<file path="src/rtl/riscv_mpsoc_pkg.sv">
// rtl/riscv_mpsoc_pkg.sv - shared PMA constants, config layout and arbiter state encoding
package riscv_mpsoc_pkg;

  localparam logic [1:0] MEM_TYPE_EMPTY = 2'b00;
  localparam logic [1:0] MEM_TYPE_MAIN  = 2'b01;
  localparam logic [1:0] MEM_TYPE_IO    = 2'b10;
  localparam logic [1:0] MEM_TYPE_TCM   = 2'b11;

  localparam logic [1:0] OFF   = 2'd0;
  localparam logic [1:0] TOR   = 2'd1;
  localparam logic [1:0] NA4   = 2'd2;
  localparam logic [1:0] NAPOT = 2'd3;

  localparam logic [2:0] BYTE  = 3'd0;
  localparam logic [2:0] HWORD = 3'd1;
  localparam logic [2:0] WORD  = 3'd2;
  localparam logic [2:0] DWORD = 3'd3;
  localparam logic [2:0] QWORD = 3'd4;

  localparam logic PORT_IF = 1'b0;
  localparam logic PORT_DM = 1'b1;

  typedef enum logic [1:0] {IDLE, CHECK, RESP} arb_state_t;

  // 14-bit PMA attribute word, MSB first
  typedef struct packed {
    logic [1:0] mem_type;
    logic       r;
    logic       w;
    logic       x;
    logic       c;
    logic       cc;
    logic       ri;
    logic       wi;
    logic       m;
    logic [1:0] amo_type;
    logic [1:0] a;
  } pma_cfg_t;

endpackage

</file>
<file path="src/rtl/riscv_pmachk.sv">
// rtl/riscv_pmachk.sv - combinational PMA region match and access permission check
module riscv_pmachk
  import riscv_mpsoc_pkg::*;
#(
  parameter int XLEN    = 64,
  parameter int PLEN    = 64,
  parameter int PMA_CNT = 4
) (
  input  logic [PMA_CNT-1:0][13:0]     pma_cfg_i,
  input  logic [PMA_CNT-1:0][XLEN-1:0] pma_adr_i,
  input  logic                         req_i,
  input  logic                         instruction_i,
  input  logic [PLEN-1:0]              adr_i,
  input  logic [2:0]                   size_i,
  input  logic                         lock_i,
  input  logic                         we_i,
  input  logic                         misaligned_i,
  output logic [13:0]                  pma_o,
  output logic                         exception_o,
  output logic                         misaligned_o,
  output logic                         is_cache_access_o,
  output logic                         is_ext_access_o,
  output logic                         is_tcm_access_o
);

  logic [XLEN-1:0]    w_adr4;
  logic [PMA_CNT-1:0] w_match;
  logic               w_hit;
  pma_cfg_t           w_cfg;
  logic               w_size_ok;
  logic               w_denied;
  logic               w_ok;

  assign w_adr4 = XLEN'(adr_i >> 2);

  for (genvar i = 0; i < PMA_CNT; i++) begin : g_match
    pma_cfg_t        w_c;
    logic [XLEN-1:0] w_lo;
    logic [XLEN-1:0] w_mask;
    logic            w_m;

    assign w_c    = pma_cfg_t'(pma_cfg_i[i]);
    assign w_mask = ~(pma_adr_i[i] ^ (pma_adr_i[i] + XLEN'(1)));
    if (i == 0) begin : g_lo0
      assign w_lo = '0;
    end else begin : g_lon
      assign w_lo = pma_adr_i[i-1];
    end

    always_comb begin
      w_m = 1'b0;
      case (w_c.a)
        OFF:     w_m = 1'b0;
        TOR:     w_m = (w_adr4 >= w_lo) && (w_adr4 < pma_adr_i[i]);
        NA4:     w_m = (w_adr4 == pma_adr_i[i]);
        NAPOT:   w_m = ((w_adr4 & w_mask) == (pma_adr_i[i] & w_mask));
        default: w_m = 1'b0;
      endcase
    end
    assign w_match[i] = w_m;
  end

  // lowest-numbered matching region wins
  always_comb begin
    w_hit = 1'b0;
    w_cfg = '0;
    for (int i = PMA_CNT - 1; i >= 0; i--) begin
      if (w_match[i]) begin
        w_hit = 1'b1;
        w_cfg = pma_cfg_t'(pma_cfg_i[i]);
      end
    end
  end

  assign w_size_ok = size_i inside {BYTE, HWORD, WORD, DWORD, QWORD};
  assign w_denied  = !w_hit || (w_cfg.mem_type == MEM_TYPE_EMPTY) || !w_size_ok ||
                     (instruction_i ? !w_cfg.x : (we_i ? !w_cfg.w : !w_cfg.r)) ||
                     (lock_i && (w_cfg.amo_type == 2'b00));

  assign exception_o  = req_i & w_denied;
  assign misaligned_o = req_i & misaligned_i & !w_cfg.m;
  assign w_ok         = req_i & !w_denied & !misaligned_o;

  assign is_cache_access_o = w_ok & (w_cfg.mem_type == MEM_TYPE_MAIN) & w_cfg.c;
  assign is_tcm_access_o   = w_ok & (w_cfg.mem_type == MEM_TYPE_TCM);
  assign is_ext_access_o   = w_ok & ((w_cfg.mem_type == MEM_TYPE_IO) |
                                     ((w_cfg.mem_type == MEM_TYPE_MAIN) & !w_cfg.c));
  assign pma_o             = req_i ? w_cfg : '0;

endmodule

</file>
<file path="src/rtl/riscv_pma_arbiter.sv">
// rtl/riscv_pma_arbiter.sv - round-robin sharing of one PMA checker between IF and DM ports
module riscv_pma_arbiter
  import riscv_mpsoc_pkg::*;
#(
  parameter int XLEN    = 64,
  parameter int PLEN    = 64,
  parameter int PMA_CNT = 4
) (
  input  logic                         clk,
  input  logic                         rst,
  input  logic [PMA_CNT-1:0][13:0]     pma_cfg_i,
  input  logic [PMA_CNT-1:0][XLEN-1:0] pma_adr_i,
  input  logic                         if_req_i,
  input  logic [PLEN-1:0]              if_adr_i,
  input  logic [2:0]                   if_size_i,
  output logic                         if_ack_o,
  input  logic                         dm_req_i,
  input  logic [PLEN-1:0]              dm_adr_i,
  input  logic [2:0]                   dm_size_i,
  input  logic                         dm_lock_i,
  input  logic                         dm_we_i,
  input  logic                         dm_misaligned_i,
  output logic                         dm_ack_o,
  output logic                         if_rsp_valid_o,
  input  logic                         if_rsp_ready_i,
  output logic                         dm_rsp_valid_o,
  input  logic                         dm_rsp_ready_i,
  output logic [13:0]                  pma_o,
  output logic                         exception_o,
  output logic                         misaligned_o,
  output logic                         is_cache_access_o,
  output logic                         is_ext_access_o,
  output logic                         is_tcm_access_o
);

  arb_state_t      r_state, w_state_nxt;
  logic            r_last_grant, r_owner;
  logic [PLEN-1:0] r_adr;
  logic [2:0]      r_size;
  logic            r_we, r_lock, r_mis, r_instr;
  logic            r_if_rsp_valid, r_dm_rsp_valid;
  logic [13:0]     r_pma;
  logic            r_exc, r_misal, r_cache, r_ext, r_tcm;

  logic            w_owner_ready, w_arb_en, w_grant_if, w_grant_dm;
  logic [13:0]     w_pma;
  logic            w_exc, w_misal, w_cache, w_ext, w_tcm;

  assign w_owner_ready = (r_owner == PORT_IF) ? if_rsp_ready_i : dm_rsp_ready_i;
  assign w_arb_en      = (r_state == IDLE) || ((r_state == RESP) && w_owner_ready);
  // on a tie the port that did not win last time is granted
  assign w_grant_if    = w_arb_en && if_req_i && (!dm_req_i || (r_last_grant == PORT_DM));
  assign w_grant_dm    = w_arb_en && dm_req_i && (!if_req_i || (r_last_grant == PORT_IF));

  assign if_ack_o = w_grant_if;
  assign dm_ack_o = w_grant_dm;

  always_ff @(posedge clk) begin
    if (rst) r_state <= IDLE;
    else     r_state <= w_state_nxt;
  end

  always_comb begin
    w_state_nxt = r_state;
    case (r_state)
      IDLE:    if (w_grant_if || w_grant_dm) w_state_nxt = CHECK;
      CHECK:   w_state_nxt = RESP;
      RESP:    if (w_owner_ready) w_state_nxt = (w_grant_if || w_grant_dm) ? CHECK : IDLE;
      default: w_state_nxt = IDLE;
    endcase
  end

  always_ff @(posedge clk) begin
    if (rst) begin
      r_last_grant   <= PORT_DM;
      r_owner        <= PORT_IF;
      r_adr          <= '0;
      r_size         <= '0;
      r_we           <= 1'b0;
      r_lock         <= 1'b0;
      r_mis          <= 1'b0;
      r_instr        <= 1'b0;
      r_if_rsp_valid <= 1'b0;
      r_dm_rsp_valid <= 1'b0;
      r_pma          <= '0;
      r_exc          <= 1'b0;
      r_misal        <= 1'b0;
      r_cache        <= 1'b0;
      r_ext          <= 1'b0;
      r_tcm          <= 1'b0;
    end else begin
      if (w_grant_if) begin
        r_adr        <= if_adr_i;
        r_size       <= if_size_i;
        r_we         <= 1'b0;
        r_lock       <= 1'b0;
        r_mis        <= 1'b0;
        r_instr      <= 1'b1;
        r_owner      <= PORT_IF;
        r_last_grant <= PORT_IF;
      end else if (w_grant_dm) begin
        r_adr        <= dm_adr_i;
        r_size       <= dm_size_i;
        r_we         <= dm_we_i;
        r_lock       <= dm_lock_i;
        r_mis        <= dm_misaligned_i;
        r_instr      <= 1'b0;
        r_owner      <= PORT_DM;
        r_last_grant <= PORT_DM;
      end

      if (r_state == CHECK) begin
        r_pma   <= w_pma;
        r_exc   <= w_exc;
        r_misal <= w_misal;
        r_cache <= w_cache;
        r_ext   <= w_ext;
        r_tcm   <= w_tcm;
        if (r_owner == PORT_IF) r_if_rsp_valid <= 1'b1;
        else                    r_dm_rsp_valid <= 1'b1;
      end else if ((r_state == RESP) && w_owner_ready) begin
        if (r_owner == PORT_IF) r_if_rsp_valid <= 1'b0;
        else                    r_dm_rsp_valid <= 1'b0;
      end
    end
  end

  riscv_pmachk #(
    .XLEN    (XLEN),
    .PLEN    (PLEN),
    .PMA_CNT (PMA_CNT)
  ) u_pmachk (
    .pma_cfg_i         (pma_cfg_i),
    .pma_adr_i         (pma_adr_i),
    .req_i             (r_state == CHECK),
    .instruction_i     (r_instr),
    .adr_i             (r_adr),
    .size_i            (r_size),
    .lock_i            (r_lock),
    .we_i              (r_we),
    .misaligned_i      (r_mis),
    .pma_o             (w_pma),
    .exception_o       (w_exc),
    .misaligned_o      (w_misal),
    .is_cache_access_o (w_cache),
    .is_ext_access_o   (w_ext),
    .is_tcm_access_o   (w_tcm)
  );

  assign if_rsp_valid_o    = r_if_rsp_valid;
  assign dm_rsp_valid_o    = r_dm_rsp_valid;
  assign pma_o             = r_pma;
  assign exception_o       = r_exc;
  assign misaligned_o      = r_misal;
  assign is_cache_access_o = r_cache;
  assign is_ext_access_o   = r_ext;
  assign is_tcm_access_o   = r_tcm;

endmodule

</file>
<file path="config.mk">
export PLATFORM = sky130hd
export DESIGN_NAME = riscv_pma_arbiter
export DESIGN_NICKNAME = d
export VERILOG_FILES = /design/src/rtl/riscv_mpsoc_pkg.sv /design/src/rtl/riscv_pmachk.sv /design/src/rtl/riscv_pma_arbiter.sv
export SDC_FILE = /design/constraint.sdc
export NUM_CORES = 1
export LEC_CHECK = 0
export CELL_PAD_IN_SITES_DETAIL_PLACEMENT = 1
export CELL_PAD_IN_SITES_GLOBAL_PLACEMENT = 1
export CORE_MARGIN = 2
export CORE_UTILIZATION = 53
export CTS_BUF_LIST = sky130_fd_sc_hd__clkbuf_8
export DETAILED_ROUTE_END_ITERATION = 10
export DONT_BUFFER_PORTS = 1
export PLACE_DENSITY_LB_ADDON = 0.1
export RECOVER_POWER = 25
export SYNTH_ARGS = -nofsm -noshare
export SYNTH_HDL_FRONTEND = slang
export SYNTH_HIERARCHICAL = 1
export SYNTH_SLANG_ARGS = --single-unit
</file>
<file path="constraint.sdc">
create_clock -name clk -period 12.5 [get_ports clk]
set_clock_uncertainty 0.15 [all_clocks]
set_input_delay 0.625 -clock clk [delete_from_list [all_inputs] [get_ports clk]]
set_output_delay 0.625 -clock clk [all_outputs]
set_load 0.05 [all_outputs]
</file>
==> qor.csv, run 1 <==
metric;value;unit
vias per cell;6.84;
Worst EP arrival;8.27;ns
Critical Path Start Type;input port;
DRC viols;0;
initial antenna violation count;1;
DR iter-0 viols;1943;
RSZ-0062 raised after global routing;no;
setup violators final;0;
Crit path required time;12.72;ns
Crit Path Max Fanout;9;
via count;25500;
DR WL/cell;28.6;um
Peak VDD IR;87.5;uV
CTS tree;built;
clk sink count;94;
GR Util All Layers;0.455;
num rows;76;
placed standard-cell area;23800;sq um
Final ANT Viol Nets;0;
hold path depth;1;
PnR worst setup slack;4.45;ns
Least-Margin Pin Slew;5.17;ns
grt total ovfl;0;
Hold Violations, Final;0;
CTS Buf Count;9;
Mean Syn Cell Area;7.33;sq um
Post-CTS Resized;0;
Static Leak;10.2;nW
largest net degree at the start of global routing;63;
Max Slew Vio Count;53;
postcts setup bufs;0;
Worst Path Buf+Inv;0;
nets;4089;
Crit path max-delay family;simple AND/OR/NAND/NOR gates;
first-pass GRT wire length;153000;um
core area;42900;sq um
RR Startpoint;r_adr[27];
Die X;212;um
Setup TNS Final;0;ns
Syn Nets;4082;
Area Growth Syn to Fin;4.57;%
Worst slew margin;-2.48;
Detailed Route WL;107000;um
Max-Cap Viols;2;
slowest CP cell;nor2b_1;
post-DP HPWL;91800;um
CP startpoint;pma_adr_i[192];
run status;complete, but fails checks;
Clock transition at path regs;0.12;ns
pre-CTS worst setup slack;4.22;ns
Starting Density;0.535;
Root Buffer;clkbuf_8;
share of layout cells above drive strength 1;0.0340;
Post-Syn Area;23000;sq um
CP Class;input port to flop;
min Tclk post-route;8.05;ns
total die area;45000;sq um
Final period util;0.644;
fin area;24000;sq um
max incr delay on CP;0.65;ns
Max Fclk;124;MHz
hold_sp;rst;
die height;212;um
CP Capture Type;flop;
H-Tree Level Count;3;
Max clock buf depth;2;
input/output buffers;0;
HP Class;input port to flop;
Synth Warn #;6;
Routability Congestion;1.04;
PwrDens;65.2;nW/um^2
Pre-Repair DR Iteration Count;5;
CP cell instances;nand4_1, nor3_1, nand4_1, nor2b_1, nand4_1, or2_2, nor3_1, nand3_1, or3_1, ha_1, xor2_1, a21boi_0, nor4b_1, nand4_1, or4_1, nor4_1, o22ai_1, a21oi_2, a22o_1, o22a_1, o211ai_2, nor4_1, nand2_1, a21oi_1;
R2R cell count;15;
vias in the first global route;26300;
Stages on worst setup path;24;
FILL cells;5568;
CTS Hold Bufs;0;
Crit path top cell by count;nand4_1;
cells after synthesis;3133;
top-level I/O count;478;
failing checks;max-capacitance violations, max-slew violations;
worst skew pair latency;0.42;ns
==> per-stage QoR <==
stage | std cells | hold slack, ns | util | total power (W)
final | 3732 | 0.101 | 0.560 | 0.00157
after global routing | 3730 | 0.0791 | 0.560 | 0.00165
after CTS | 3730 | 0.0740 | 0.560 | 0.00153
after detailed placement | 3714 | 0.303 | 0.555 | 0.00131
after global placement | 3714 | 0.290 | 0.555 | 0.00124
after floorplan | 3133 | 0.276 | - | 0.000984
==> state kept, by name, indices dropped and copies added, names as in the netlist, 2 cells and up <==
signal   count
r_state      2
pma_o       14
r_size       3
r_adr       62
==> final cells by class <==
type	instances	area, sq um	area share
Multi-Input combinational cell	2610	19400	0.809
Timing Repair Buffer	45	338	0.0141
Clock buffer	9	124	0.00516
Clock inverter	7	80.1	0.00334
Sequential cell	94	1880	0.0784
Tap cell	585	732	0.0305
Inverter	380	1430	0.0594
Antenna cell	2	5.00	0.000208
==> final timing paths <==
path	endpoint	slack (ns)
setup / recovery	is_tcm_access_o	4.45
hold / removal	pma_o[8]	0.10
setup reg to reg	is_tcm_access_o	6.74
hold reg to reg	r_adr[2]	0.33
==> routing by layer <==
metal  GRT usage  share of wire
met5           0              0
met4       0.415           0.10
met3       0.114          0.089
met2       0.733           0.44
met1       0.495           0.37
==> power breakdown <==
group	switching (W)	internal (W)	leakage [nW]	total, W
Sequential	0.0000826	0.000331	0.774	0.000413
Clock	0.000140	0.0000793	0.0994	0.000219
Combinational	0.000581	0.000352	9.37	0.000933
==> placed cells by master (no fill, tap or decap), types with 11 or more instances in the layout <==
cell type	instances
nand2_1	351
o21ai_0	88
nand4b_1	12
or3_1	30
and3_1	53
or4_1	14
xor2_1	154
inv_1	373
nand3_1	139
a21o_1	12
o2bb2ai_1	33
xnor2_1	200
nor4b_1	28
nor3b_1	23
buf_4	45
nor4_1	62
a22oi_1	40
nand4_1	135
nor3_1	93
nand2b_1	11
ha_1	494
dfxtp_1	94
o21a_1	18
a21boi_0	30
o211ai_1	13
a211oi_1	15
nand3b_1	17
or2_2	11
and2_1	19
a21oi_1	182
nor2b_1	14
a311oi_1	33
nor2_1	144
No activity file was read; power rests on OpenSTA's default activity.
==> run 2, diff against run 1 <==
--- a/config.mk
+++ b/config.mk
@@ -8,7 +8,7 @@
 export CELL_PAD_IN_SITES_DETAIL_PLACEMENT = 1
 export CELL_PAD_IN_SITES_GLOBAL_PLACEMENT = 1
 export CORE_MARGIN = 2
-export CORE_UTILIZATION = 53
+export CORE_UTILIZATION = 49
 export CTS_BUF_LIST = sky130_fd_sc_hd__clkbuf_8
 export DETAILED_ROUTE_END_ITERATION = 10
 export DONT_BUFFER_PORTS = 1
==> constraint.sdc (replaced) <==
create_clock -name clk -period 7.69 [get_ports clk]
set_clock_uncertainty 0.15 [all_clocks]
set_input_delay 0.3845 -clock clk [delete_from_list [all_inputs] [get_ports clk]]
set_output_delay 0.3845 -clock clk [all_outputs]
set_load 0.05 [all_outputs]
==> run 2 against run 1 <==
Effect of this change:
- the flow still finishes with violations (max-capacitance violations, max-slew violations)
- critical path type unchanged
- worst hold slack got worse by 0.089 ns
- worst setup slack got worse by 3.8 ns
- sequential power increased by 63%
- via count increased by 1.7%
- global-route usage increased by 0.069 points
- combinational power increased by 76%
- non-clock buffer count increased by 88
==> qor.csv, run 2 (synthesis gave the netlist of run 1 again) <==
metric;value;unit
Crit path top cell by count;nand2_1;
die height;220;um
Combinational Power Share;0.613;
sequential group share of total power;0.252;
Max-Cap Viols;2;
Area Growth Syn to Fin;8.52;%
post-DP HPWL;95800;um
Final ANT Viol Nets;0;
CP Class;input port to flop;
largest net degree at the start of global routing;67;
max incr delay on CP;0.72;ns
input/output buffers;0;
share of layout cells above drive strength 1;0.0368;
GR Util All Layers;0.456;
first-pass GRT wire length;163000;um
Least-Margin Pin Slew;2.87;ns
via count;25900;
Worst Path Buf+Inv;1;
num rows;79;
setup violators final;0;
Top reg by flops;r_adr;
top-level I/O count;478;
DR iter-0 viols;2006;
Clock transition at path regs;0.12;ns
P_int;0.00129;W
HP Class;input port to flop;
slowest CP cell;or4_1;
DR WL/cell;30.1;um
min Tclk post-route;6.99;ns
Antenna diodes;0;
nets;4177;
Setup TNS Final;0;ns
run status;complete, but fails checks;
Crit path max-delay family;simple AND/OR/NAND/NOR gates;
Critical Path Start Type;input port;
Final period util;0.909;
Max Fclk;143;MHz
vias in the first global route;26800;
CTS tree;built;
P_sw;0.00138;W
Detailed Route WL;115000;um
Starting Density;0.495;
initial antenna violation count;3;
Clk network pwr share;0.135;
Routability Congestion;1.06;
Crit Path Max Fanout;8;
vias per cell;6.76;
Root Buffer;clkbuf_8;
CP Capture Type;flop;
RSZ-0062 raised after global routing;no;
Worst EP arrival;7.22;ns
fin util;0.537;
Static Leak;10.7;nW
Max clock buf depth;2;
Worst slew margin;-0.913;
failing checks;max-capacitance violations, max-slew violations;
Die X;220;um
total die area;48600;sq um
CTS Buf Count;9;
worst skew pair latency;0.44;ns
H-Tree Level Count;3;
Pre-Repair DR Iteration Count;6;
Hold Violations, Final;0;
Max Slew Vio Count;101;
sw frac;0.517;
DRC viols;0;
Final Power;0.00267;W
Peak VDD IR;145;uV
commonest non-fill, non-tap cell in the layout;ha_1;
Crit path required time;7.92;ns
grt total ovfl;0;
clk sink count;94;
most frequent cells in the layout;ha_1 (494), inv_1 (373), nand2_1 (351);
Largest register FFs;62;
PwrDens;107;nW/um^2
core area;46400;sq um
-- run 2: cell count changes in the layout (fill, tap and decap cells not counted), sizes merged --
cell         change
clkbuf           +2
clkinvlp         +1
buf              +9
clkinv           -1
diode            -2
dlygate4sd3     +77
-- run 2: area by class of cell --
cell class / instances / area, sq um
fillers: 5992 / 21400
multi-input cells: 2610 / 19500
well taps: 607 / 759
flip-flops and latches: 94 / 1880
inverters: 380 / 1430
repair buffers: 133 / 1200
clock inverters: 7 / 67.6
clock buffers: 9 / 124
-- run 2: layer usage --
layer  GRT usage  wire length [um]  vias to the layer above  part of all wire
li1            -                 -                    11500                 -
met1       0.502             42700                    12800              0.37
met2       0.750             52500                     1266              0.46
met3       0.122             10200                      406             0.088
met4       0.347             10000                        2             0.087
met5           0                10                        -          0.000087
-- run 2: per-stage QoR --
step	cells	instance area [sq um]	setup slack [ns]	hold slack [ns]
3_5_place_dp	3746	23900	0.325	0.304
2_1_floorplan	3133	23000	1.74	0.276
4_1_cts	3840	24900	0.766	0.000225
6_report	3840	24900	0.700	0.0121
3_3_place_gp	3746	23900	0.496	0.291
5_1_grt	3840	24900	0.286	0.00654
-- run 2: path summary, 6_finish.rpt --
path,start,end,slack (ns),cells after the start
worst min register to register,r_adr[2],r_adr[2],0.34,1
worst max-delay path,pma_adr_i[143],is_ext_access_o,0.70,26
worst min-delay path,dm_adr_i[62],r_adr[62],0.01,2
worst max register to register,r_adr[25],is_cache_access_o,1.42,16
-- run 2: power by group through the flow --
stage	Combinational, W	Clock [W]	Sequential (W)
2_1_floorplan	0.000962	0	0.000638
3_3_place_gp	0.00138	0	0.000666
3_5_place_dp	0.00148	0	0.000669
4_1_cts	0.00155	0.000359	0.000657
5_1_grt	0.00175	0.000380	0.000669
6_report	0.00164	0.000361	0.000672
-- run 2: what timing repair did --
item                                   CTS  global route
endpoints found under the hold margin   70             0
setup endpoints to repair                0             1
setup buffers                            0             0
resized for setup                        0             1
hold buffers                            78             0
-- run 2: worst reg2reg max path: stages, from the launching register on --
cell and delay, ns:
dfxtp_1 0.33, buf_4 0.20, ha_1 0.35, nand4_1 0.18, nor4_1 0.78, nand4_1 0.46, nor3_1 1.12, nor3b_1 0.41
a41oi_1 0.11, and2_1 0.48, nand2b_1 0.35, o221ai_1 0.20, a211oi_2 0.27, o211ai_2 0.20, nor4_1 0.34, nand2_1 0.11
a21oi_1 0.16
==> run 3, diff against run 2 <==
--- a/config.mk
+++ b/config.mk
@@ -8,7 +8,7 @@
 export CELL_PAD_IN_SITES_DETAIL_PLACEMENT = 1
 export CELL_PAD_IN_SITES_GLOBAL_PLACEMENT = 1
 export CORE_MARGIN = 2
-export CORE_UTILIZATION = 49
+export CORE_UTILIZATION = 44
 export CTS_BUF_LIST = sky130_fd_sc_hd__clkbuf_8
 export DETAILED_ROUTE_END_ITERATION = 10
 export DONT_BUFFER_PORTS = 1
==> constraint.sdc (replaced) <==
create_clock -name clk -period 5.9 [get_ports clk]
set_clock_uncertainty 0.15 [all_clocks]
set_input_delay 0.295 -clock clk [delete_from_list [all_inputs] [get_ports clk]]
set_output_delay 0.295 -clock clk [all_outputs]
set_load 0.05 [all_outputs]
==> run 3 against run 2 <==
Effect of this change:
- the flow still finishes with violations (max-capacitance violations, max-slew violations)
- wire length increased by 6.4%
- first-iteration DRC count decreased by 4.6%
- global-route usage decreased by 1.7 points
- register-to-register slack got worse by 0.91 ns
- power increased by 38%
- cell area increased by 8.9%
- critical endpoint unchanged
==> qor.csv, run 3 (synthesis gave the netlist of run 1 again) <==
metric;value;unit
Final Power;0.00368;W
PwrDens;136;nW/um^2
input/output buffers;0;
post-DP HPWL;103000;um
Hold Violations, Final;0;
P_sw;0.00190;W
GRT Max-Usage Layer;met2;
failing checks;max-capacitance violations, max-slew violations;
CTS Buf Count;9;
most frequent cells in the layout;ha_1 (494), inv_1 (373), nand2_1 (351);
sw frac;0.518;
Max clock buf depth;2;
Crit path required time;6.17;ns
clk sink count;94;
Peak VDD IR;145;uV
Die X;232;um
GR met3 Demand/Resource;0.138;
Routability Congestion;1.04;
P_int;0.00177;W
vias per cell;6.43;
CTS tree;built;
Final period util;0.972;
min Tclk post-route;5.73;ns
H-Tree Level Count;3;
sequential group share of total power;0.255;
Least-Margin Pin Slew;3.20;ns
nets;4413;
first-pass GRT wire length;173000;um
grt total ovfl;0;
Crit path top cell by count;buf_4;
CP Capture Type;flop;
Combinational Power Share;0.608;
met1 Use GR;0.476;
slowest CP cell;nor4b_1;
placed cells;3980;
Crit path max-delay family;simple AND/OR/NAND/NOR gates;
run status;complete, but fails checks;
Detailed Route WL;123000;um
worst skew pair latency;0.49;ns
Largest register FFs;62;
total die area;54000;sq um
Area Growth Syn to Fin;18.2;%
largest net degree at the start of global routing;67;
CP Class;input port to flop;
non-filler instance count after layout;4152;
Crit Path Max Fanout;5;
share of layout cells above drive strength 1;0.0911;
met2 GRT Util;0.722;
vias in the first global route;27600;
Static Leak;11.8;nW
setup violators final;0;
top-level I/O count;478;
Pre-Repair DR Iteration Count;6;
via count;26700;
core area;51400;sq um
placed standard-cell area;25200;sq um
max incr delay on CP;0.58;ns
Root Buffer;clkbuf_8;
DRC viols;0;
DR WL/cell;29.6;um
Top reg by flops;r_adr;
initial antenna violation count;7;
Critical Path Start Type;input port;
Max Slew Vio Count;66;
fin util;0.528;
num rows;83;
Starting Density;0.447;
Max Fclk;174;MHz
Clock transition at path regs;0.13;ns
Worst EP arrival;6.01;ns
Clk network pwr share;0.137;
GR Util All Layers;0.440;
Worst slew margin;-1.14;
commonest non-fill, non-tap cell in the layout;ha_1;
Final ANT Viol Nets;0;
Setup TNS Final;0;ns
Max-Cap Viols;2;
Worst Path Buf+Inv;6;
die height;232;um
fin area;27100;sq um
DR iter-0 viols;1914;
HP Class;input port to flop;
[run 3: cell count changes in the layout (fill, tap and decap cells not counted), sizes merged]
| cell | before | now |
|---|---|---|
| buf | 54 | 225 |
| clkbuf | 11 | 10 |
| clkinv | 3 | 1 |
| diode | 0 | 3 |
| dlygate4sd3 | 77 | 143 |
| inv | 382 | 384 |
[run 3: through the flow]
stage | hold WS (ns) | setup WS [ns]
floorplan | 0.276 | 0.0378
global route | 0.0404 | -0.120
detailed placement | 0.222 | -0.605
CTS | 0.000196 | 0.0214
global placement | 0.220 | -0.309
finish | 0.0268 | 0.166
[run 3: worst paths after layout]
path	start	slack, ns	cells after the start	end
worst max-delay path	pma_adr_i[192]	0.17	27	is_ext_access_o
worst min-delay path	pma_cfg_i[0]	0.03	5	pma_o[0]
worst max register to register	r_adr[23]	0.51	18	is_ext_access_o
worst min register to register	r_size[1]	0.35	1	r_size[1]
[run 3: area by class of cell]
cell class | instances | area [sq um]
Antenna cell | 3 | 7.51
Clock buffer | 9 | 124
Clock inverter | 7 | 72.6
Fill cell | 6541 | 24300
Inverter | 380 | 1430
Multi-Input combinational cell | 2610 | 19600
Sequential cell | 94 | 1880
Tap cell | 680 | 851
Timing Repair Buffer | 369 | 3160
[run 3: worst reg2reg max path, stage by stage, from the launching register on]
cell	delay [ns]
dfxtp_1	0.84
ha_1	0.40
a21oi_1	0.16
o21ai_0	0.13
a221oi_1	0.31
nor3_1	0.08
a211oi_1	0.83
nand3b_1	0.31
a211oi_2	0.33
buf_4	0.21
nand2_1	0.12
buf_4	0.17
buf_4	0.13
a221oi_4	0.20
nor2_2	0.07
nand3b_1	0.23
a2111oi_4	0.41
nand2_1	0.11
a21oi_2	0.15
[run 3: repair_timing]
item / in CTS / in global routing
hold endpoints to repair: 93 / 0
hold buffers: 144 / 0
endpoints found under the setup margin: 3 / 11
pin swaps: 0 / 26
gates resized for setup: 2 / 37
setup buffers: 1 / 10
[run 3: layer usage]
| layer | vias to the layer above | part of all wire |
|---|---|---|
| li1 | 12000 | - |
| met2 | 1199 | 0.45 |
| met1 | 13100 | 0.37 |
| met4 | 12 | 0.086 |
| met5 | - | 0.00070 |
| met3 | 438 | 0.091 |
[run 3: power by group through the flow]
stage                     Combinational [W]  Sequential, W  Clock [W]
final                               0.00223       0.000937   0.000505
after detailed placement            0.00199       0.000927          0
after CTS                           0.00213       0.000911   0.000495
after floorplan                     0.00125       0.000831          0
after global routing                0.00239       0.000932   0.000528
after global placement              0.00188       0.000923          0
